### src/rtl/design_switch_ctrl.sv
// Design-slot switch sequencer: debounces sel_req, then blanks, moves sel_cur and holds the new design in reset.
// Registered outputs; with SEL_LOCK_EN defined, lock freezes the selection while idle.
module design_switch_ctrl #(
  parameter int SEL_W         = 6,
  parameter int STABLE_CYCLES = 4,
  parameter int BLANK_CYCLES  = 2,
  parameter int RST_CYCLES    = 8
) (
  input  logic                  clock,
  input  logic                  reset,
  input  logic [SEL_W-1:0]      sel_req,
  input  logic [2**SEL_W-1:0]   populated,
  input  logic                  lock,
  output logic [SEL_W-1:0]      sel_cur,
  output logic                  des_rst,
  output logic                  out_blank,
  output logic                  busy,
  output logic                  sel_err,
  output logic [7:0]            switch_cnt
);

  typedef enum logic [1:0] {IDLE, BLANK, RESET} state_t;

  localparam logic [7:0] STABLE_MAX = 8'(STABLE_CYCLES);
  localparam logic [7:0] BLANK_INIT = 8'(BLANK_CYCLES - 1);
  localparam logic [7:0] RST_INIT   = 8'(RST_CYCLES - 1);

  state_t           state, state_nxt;
  logic [7:0]       cnt, cnt_nxt;
  logic [SEL_W-1:0] sync1, sync2, cand, target, target_nxt, sel_cur_nxt;
  logic [7:0]       stab_cnt, switch_cnt_nxt;
  logic             sel_err_nxt, first_done, first_done_nxt;
  logic             stable, hold;

  assign stable = (stab_cnt == STABLE_MAX);

`ifdef SEL_LOCK_EN
  assign hold = lock;
`else
  logic unused_lock;
  assign unused_lock = lock;
  assign hold = 1'b0;
`endif

  always_ff @(posedge clock) begin
    if (!reset) begin
      sync1      <= '0;
      sync2      <= '0;
      cand       <= '0;
      stab_cnt   <= '0;
      state      <= RESET;
      cnt        <= RST_INIT;
      sel_cur    <= '0;
      target     <= '0;
      sel_err    <= 1'b0;
      switch_cnt <= '0;
      first_done <= 1'b0;
      des_rst    <= 1'b1;
      out_blank  <= 1'b1;
      busy       <= 1'b1;
    end else begin
      sync1 <= sel_req;
      sync2 <= sync1;
      if (sync2 != cand) begin
        cand     <= sync2;
        stab_cnt <= '0;
      end else if (stab_cnt != STABLE_MAX) begin
        stab_cnt <= stab_cnt + 8'd1;
      end
      state      <= state_nxt;
      cnt        <= cnt_nxt;
      sel_cur    <= sel_cur_nxt;
      target     <= target_nxt;
      sel_err    <= sel_err_nxt;
      switch_cnt <= switch_cnt_nxt;
      first_done <= first_done_nxt;
      // Outputs follow the next state so they are true flops aligned with it.
      des_rst    <= (state_nxt != IDLE);
      out_blank  <= (state_nxt != IDLE);
      busy       <= (state_nxt != IDLE);
    end
  end

  always_comb begin
    state_nxt      = state;
    cnt_nxt        = cnt;
    sel_cur_nxt    = sel_cur;
    target_nxt     = target;
    sel_err_nxt    = sel_err;
    switch_cnt_nxt = switch_cnt;
    first_done_nxt = first_done;
    case (state)
      IDLE: begin
        if (stable && !hold && (cand != sel_cur)) begin
          if (populated[cand]) begin
            target_nxt = cand;
            cnt_nxt    = BLANK_INIT;
            state_nxt  = BLANK;
          end else begin
            sel_err_nxt = 1'b1;
          end
        end
      end
      BLANK: begin
        if (cnt == 8'd0) begin
          sel_cur_nxt = target;
          cnt_nxt     = RST_INIT;
          state_nxt   = RESET;
        end else begin
          cnt_nxt = cnt - 8'd1;
        end
      end
      RESET: begin
        if (cnt == 8'd0) begin
          state_nxt   = IDLE;
          sel_err_nxt = 1'b0;
          // The power-on release is not a switch.
          if (first_done) switch_cnt_nxt = switch_cnt + 8'd1;
          first_done_nxt = 1'b1;
        end else begin
          cnt_nxt = cnt - 8'd1;
        end
      end
      default: begin
        state_nxt = RESET;
        cnt_nxt   = RST_INIT;
      end
    endcase
  end

endmodule

### config.mk
export PLATFORM = sky130hd
export DESIGN_NAME = design_switch_ctrl
export DESIGN_NICKNAME = d
export VERILOG_FILES = /design/src/rtl/design_switch_ctrl.sv
export SDC_FILE = /design/constraint.sdc
export NUM_CORES = 1
export LEC_CHECK = 0
export ABC_CLOCK_PERIOD_IN_PS = 2300
export CAP_MARGIN = 30
export CORE_UTILIZATION = 43
export DETAILED_ROUTE_END_ITERATION = 16
export PLACE_DENSITY_LB_ADDON = 0.25
export SYNTH_ARGS = -nofsm -noshare
export SYNTH_HDL_FRONTEND = slang
export SYNTH_SLANG_ARGS = --single-unit
### constraint.sdc
create_clock -name clock -period 2.3 [get_ports clock]
set_input_delay 0.345 -clock clock [delete_from_list [all_inputs] [get_ports clock]]
set_output_delay 0.345 -clock clock [all_outputs]
set_load 0.01 [all_outputs]
Yosys cells after proc, flatten, opt, wreduce, memory -nomap -nowiden

Index checks and enable logic that the tools add are counted.

Flip-flop bits (word level): 59
Latch bits: 0
Bits in writable memories: 0
Memory bits (read-only): 0
Input bits: 73
Logic and storage cells: 56
Memories kept: 0

Add/subtract/negate cells: 3
Multiply operators: 0
Divide/modulo/power cells: 0
Magnitude comparators: 1
Equality and inequality tests: 11
Shifts and indexed selects: 0
Multiplexer cells: 16
Bitwise operators: 1
Reduce and logical (&&, ||, !) cells: 12

Operators by type and width:

| operator                                           | number |
|---|---|
| two-way mux 8 bit                                  | 4 |
| case mux 8 bit (3 select lines)                    | 1 |
| adder 8 x 1 -> 8 bit, second input constant        | 2 |
| != test 6 bit                                      | 2 |
| != test 2 bit, second input constant               | 5 |
| AND reduction 3 bit                                | 3 |
| == test 8 x 3 -> 1 bit, second input constant      | 1 |
| zero test 8 bit                                    | 1 |
| two-way mux 2 bit                                  | 4 |
| != test 8 x 3 -> 1 bit, second input constant      | 1 |
| subtractor 8 x 1 -> 8 bit, second input constant   | 1 |
| < comparator 6 x 7 -> 1 bit, second input constant | 1 |
| binary-select mux 1 bit (select 6 bit)             | 1 |
| case mux 2 bit (3 select lines)                    | 1 |
| two-way mux 1 bit                                  | 4 |
| AND reduction 2 bit                                | 2 |
| AND reduction 4 bit                                | 1 |
| nonzero test 2 bit                                 | 2 |
| == test 2 x 1 -> 1 bit, second input constant      | 1 |
| == test 2 bit, second input constant               | 1 |
| zero test 2 bit                                    | 1 |
| case mux 1 bit (2 select lines)                    | 1 |
| OR reduction 2 bit                                 | 1 |
| logical AND 1 bit                                  | 1 |
| NOT 1 bit                                          | 1 |

Depth between registers and ports, before layout

Depth after elaboration: 6
Mapped depth: 11

Worst setup path after synthesis

OpenSTA, ideal clock, no wires.

Path type: register to register
From: reg stab_cnt[0]
To: reg target[1]
Setup time: 132 ps
Arrival time: 2,116 ps
Required time: 2,168 ps
Setup slack: 52 ps
Cell stages (with the launch flop): 11
Clock period less this slack: 2,248 ps
Path through: dfxtp_1 > inv_1 > ha_1 > nor4b_1 > nand3_1 > a311o_1 > nor2_1 > o211ai_2 > buf_2 > nand3_1 > a21oi_1

Longest elaborated chain between the ends: 3

Ends and longest elaborated chain:

| element                       | RTL line | RTL |
|---|---|---|
| from (decl)                   | 31       | `logic [7:0] stab_cnt, switch_cnt_nxt;` |
| from (signal assigned)        | 68       | `stab_cnt <= stab_cnt + 8'd1;` |
| == test 8 x 3 -> 1 bit        | 35       | `assign stable = (stab_cnt == STABLE_MAX);` |
| logical AND 1 bit             | 94       | `if (stable && !hold && (cand != sel_cur)) begin` |
| AND reduction 3 bit (no line) | n/a      |  |
| to (signal assigned)          | 73       | `target <= target_nxt;` |
| to (decl)                     | 30       | `logic [SEL_W-1:0] sync1, sync2, cand, target, target_nxt, sel_cur_nxt;` |

No other way between the ends.
A chain may end at the register's enable or synchronous reset.

Final worst setup path

From: reg cnt[2]
To: reg switch_cnt[5]

Longest elaborated chain between the ends: 2

Ends and longest elaborated chain:

| element                       | RTL line | RTL |
|---|---|---|
| from (decl)                   | 29       | `logic [7:0] cnt, cnt_nxt;` |
| from (signal assigned)        | 71       | `cnt <= cnt_nxt;` |
| zero test 8 bit               | 114      | `if (cnt == 8'd0) begin` |
| AND reduction 3 bit (no line) | n/a      |  |
| to (signal assigned)          | 75       | `switch_cnt <= switch_cnt_nxt;` |
| to (decl)                     | 19       | `output logic [7:0] switch_cnt` |

No other way between the ends.

==> flow_summary.ini <==
[worst_setup_path]
rr_worst_depth = 7
ff2ff_setup_slack_ns = 0.14
critPathArrivalTime_ns = 2.38
path_class = register to register
crit_path_end_kind = register
critPathRequiredTime_ns = 2.52
startpoint_type = register
path_max_fanout = 5
timing.rr.start = cnt[2]$_SDFFE_PN1P_
r2r-end = switch_cnt[5]$_SDFFE_PN0P_

[timing]
fmax_mhz = 463
slew_viol_final = 0
setup_violations = 0
post-route-period-util = 0.939
min_period_ns = 2.16
fin_setup_tns_ns = 0
grt_setup_unrepaired = true
finalHoldViolCount = 0
worstMarginPinSlew_ns = 0.468
skew_ns = 0.00747
relSlewSlack = 0.688

[detailed_routing]
routed_wl_um = 7970
drcViolationCount = 0
wl_per_cell_um = 14.2
dr.first_iter.drc_count = 80
via_per_inst = 5.17
num_vias = 2907
postRouteAntennaNets = 0
dr.pass1.iters = 4

[clock_tree]
clock_latency_ns = 0.34
htree_levels = 3
clk_pin_slew_worst_paths_ns = 0.07
clkSinkCount = 59
hold_buffers = 0
cts-root-buf = clkbuf_8
cts-buffers-inserted = 9
cts_tree = done
cts_buffer_depth = 2

[layout]
diodes = 0
drive_gt1_frac = 0.127
finish.utilization = 0.629
mostFrequentLayoutCells = 89 x clkdlybuf4s50_1, 58 x dfxtp_1, 40 x mux2i_1, 33 x nor2_1, 22 x buf_4
area.growth.synth_to_final_pct = 41.5
final_nets = 536
stdcell_area_sq_um = 4560
final_common_cell = clkdlybuf4s50_1
fin_cells = 562

[die]
io_pins = 91
die_h_um = 88.6
initial_core_util = 0.445
dieArea_sq_um = 7850
die_width_um = 88.6
core-area_sq_um = 7250
row_count = 31

[synth]
synthArstFlopShare = 0
ys_seq_elements = 59
avgSynthCellArea_sq_um = 9.06
netlist_area_sq_um = 3230
synth_nets = 434
yosys-top-cells-area = dfxtp_1 37%, mux2i_1 12%, xor2_1 4.6%
synth_top_area_share = 0.366
yosysWarnings = 0
ys.flop_type = dfxtp_1
synthCells = 356
synth-edff-count = 0
synth.distinct_cells = 45
synth_area_leader_cell = dfxtp_1
ys_seq_area_frac = 0.366

[job]
maxCapViolCount = 0

[power]
vdd_drop_max_v = 0.000432
p_leak_uw = 0.00172
power_density_nw_per_um2 = 505
p_total_uw = 2300

[grt]
antenna_found_initial = 0
grt_usage = 0.211
grt_overflow = 0
grt_pass1_wl_um = 12500
grt_max_degree = 27
first_global_vias = 2725

[worst_hold_path]
min_delay_worst_endpoint = sync2[0]$_SDFF_PN0_
hold_class = register to register
hold_depth = 1
min_from = sync1[0]$_SDFF_PN0_

[status]
status = completed

[place]
hpwlAfterDp_um = 5800
placed_area_sq_um = 4310
gp_congestion = 0.827
io_buffers = 89
dp.cells = 545
-- flip-flops by register name (all words and copies together) (netlist names), 2 cells and up --
signal,flops
stab_cnt,8
target,6
sync1,6
state,2
sync2,6
switch_cnt,8
cand,6
sel_cur,6
cnt,8
-- routing by layer --
metal	global-route usage	vias to the layer above	wire length [um]
li1	-	1470	-
met2	0.362	88	3900
met5	0	-	0
met1	0.254	1335	3490
met3	0.0494	14	407
met4	0.0850	0	174
-- worst max-delay path, stage by stage (launching register included) --
cell and delay (ns):
dfxtp_1 0.36, or4_4 0.57, nor4b_4 0.28, and4b_2 0.31, and3_4 0.21, nand4_1 0.11, xor2_1 0.15, nor2_1 0.06
-- area by class of cell --
type / count / area, sq um
Fill cell: 637 / 2690
Multi-Input combinational cell: 264 / 1900
Inverter: 9 / 33.8
Clock inverter: 5 / 52.6
Sequential cell: 59 / 1180
Clock buffer: 11 / 141
Tap cell: 99 / 124
Timing Repair Buffer: 115 / 1130
-- report_power, final --
| group | switching, uW | leakage, uW | total, uW | internal [uW] |
|---|---|---|---|---|
| registers | 17.2 | 0.000480 | 1060 | 1040 |
| clock network | 403 | 0.0000991 | 927 | 524 |
| logic | 117 | 0.00114 | 316 | 198 |
-- worst max path at each step --
stage | cells past startpoint | to | startpoint
after floorplan | 10 | target[1]$_SDFFE_PN0P_ | stab_cnt[0]$_SDFFE_PP0P_
after global placement | 9 | cnt[4]$_SDFFE_PN0P_ | populated[51]
after detailed placement | 9 | cnt[4]$_SDFFE_PN0P_ | populated[59]
after CTS | 10 | cnt[4]$_SDFFE_PN0P_ | stab_cnt[1]$_SDFFE_PP0P_
after global routing | 8 | cnt[4]$_SDFFE_PN0P_ | cand[2]$_SDFFE_PN0P_
final | 7 | switch_cnt[5]$_SDFFE_PN0P_ | cnt[2]$_SDFFE_PN1P_
-- through the flow --
| stage | hold WS, ns | worst slack [ns] |
|---|---|---|
| finish | 0.432 | 0.141 |
| global route | 0.458 | -0.00624 |
| CTS | 0.436 | 0.0799 |
| detailed placement | 0.420 | -0.0164 |
| global placement | 0.415 | 0.000844 |
| floorplan | 0.412 | 0.0518 |
-- cell families (layout without fill, tap and decap cells) --
kind of cell | count (synthesis) | count (layout) | share of synthesized area
fa+ha+maj | 5 | 5 | 0.0194
mux | 40 | 40 | 0.124
buf+inv | 33 | 140 | 0.0558
simple gates | 135 | 135 | 0.231
xor+xnor | 26 | 26 | 0.0706
flops | 59 | 59 | 0.366
compound gates | 58 | 58 | 0.133
-- Yosys cell counts, types with 5 or more instances --
cell type  count
a21oi_1       10
a22oi_1       12
a31oi_1        6
and2_1        20
buf_2          6
buf_4          5
clkbuf_1       8
dfxtp_1       59
ha_1           5
inv_1          9
mux2i_1       40
nand2_1       17
nand3_1       19
nand4_1       12
nand4b_1       5
nor2_1        33
nor2b_1        7
o21ai_0       10
xnor2_1        9
xor2_1        17
-- what timing repair did --
item | CTS | global route
setup endpoints to repair | 0 | 7
endpoints found under the hold margin | 0 | 0
gates resized for setup | 0 | 8
buffers inserted | 0 | 0
No activity file was read; power rests on OpenSTA's default activity.
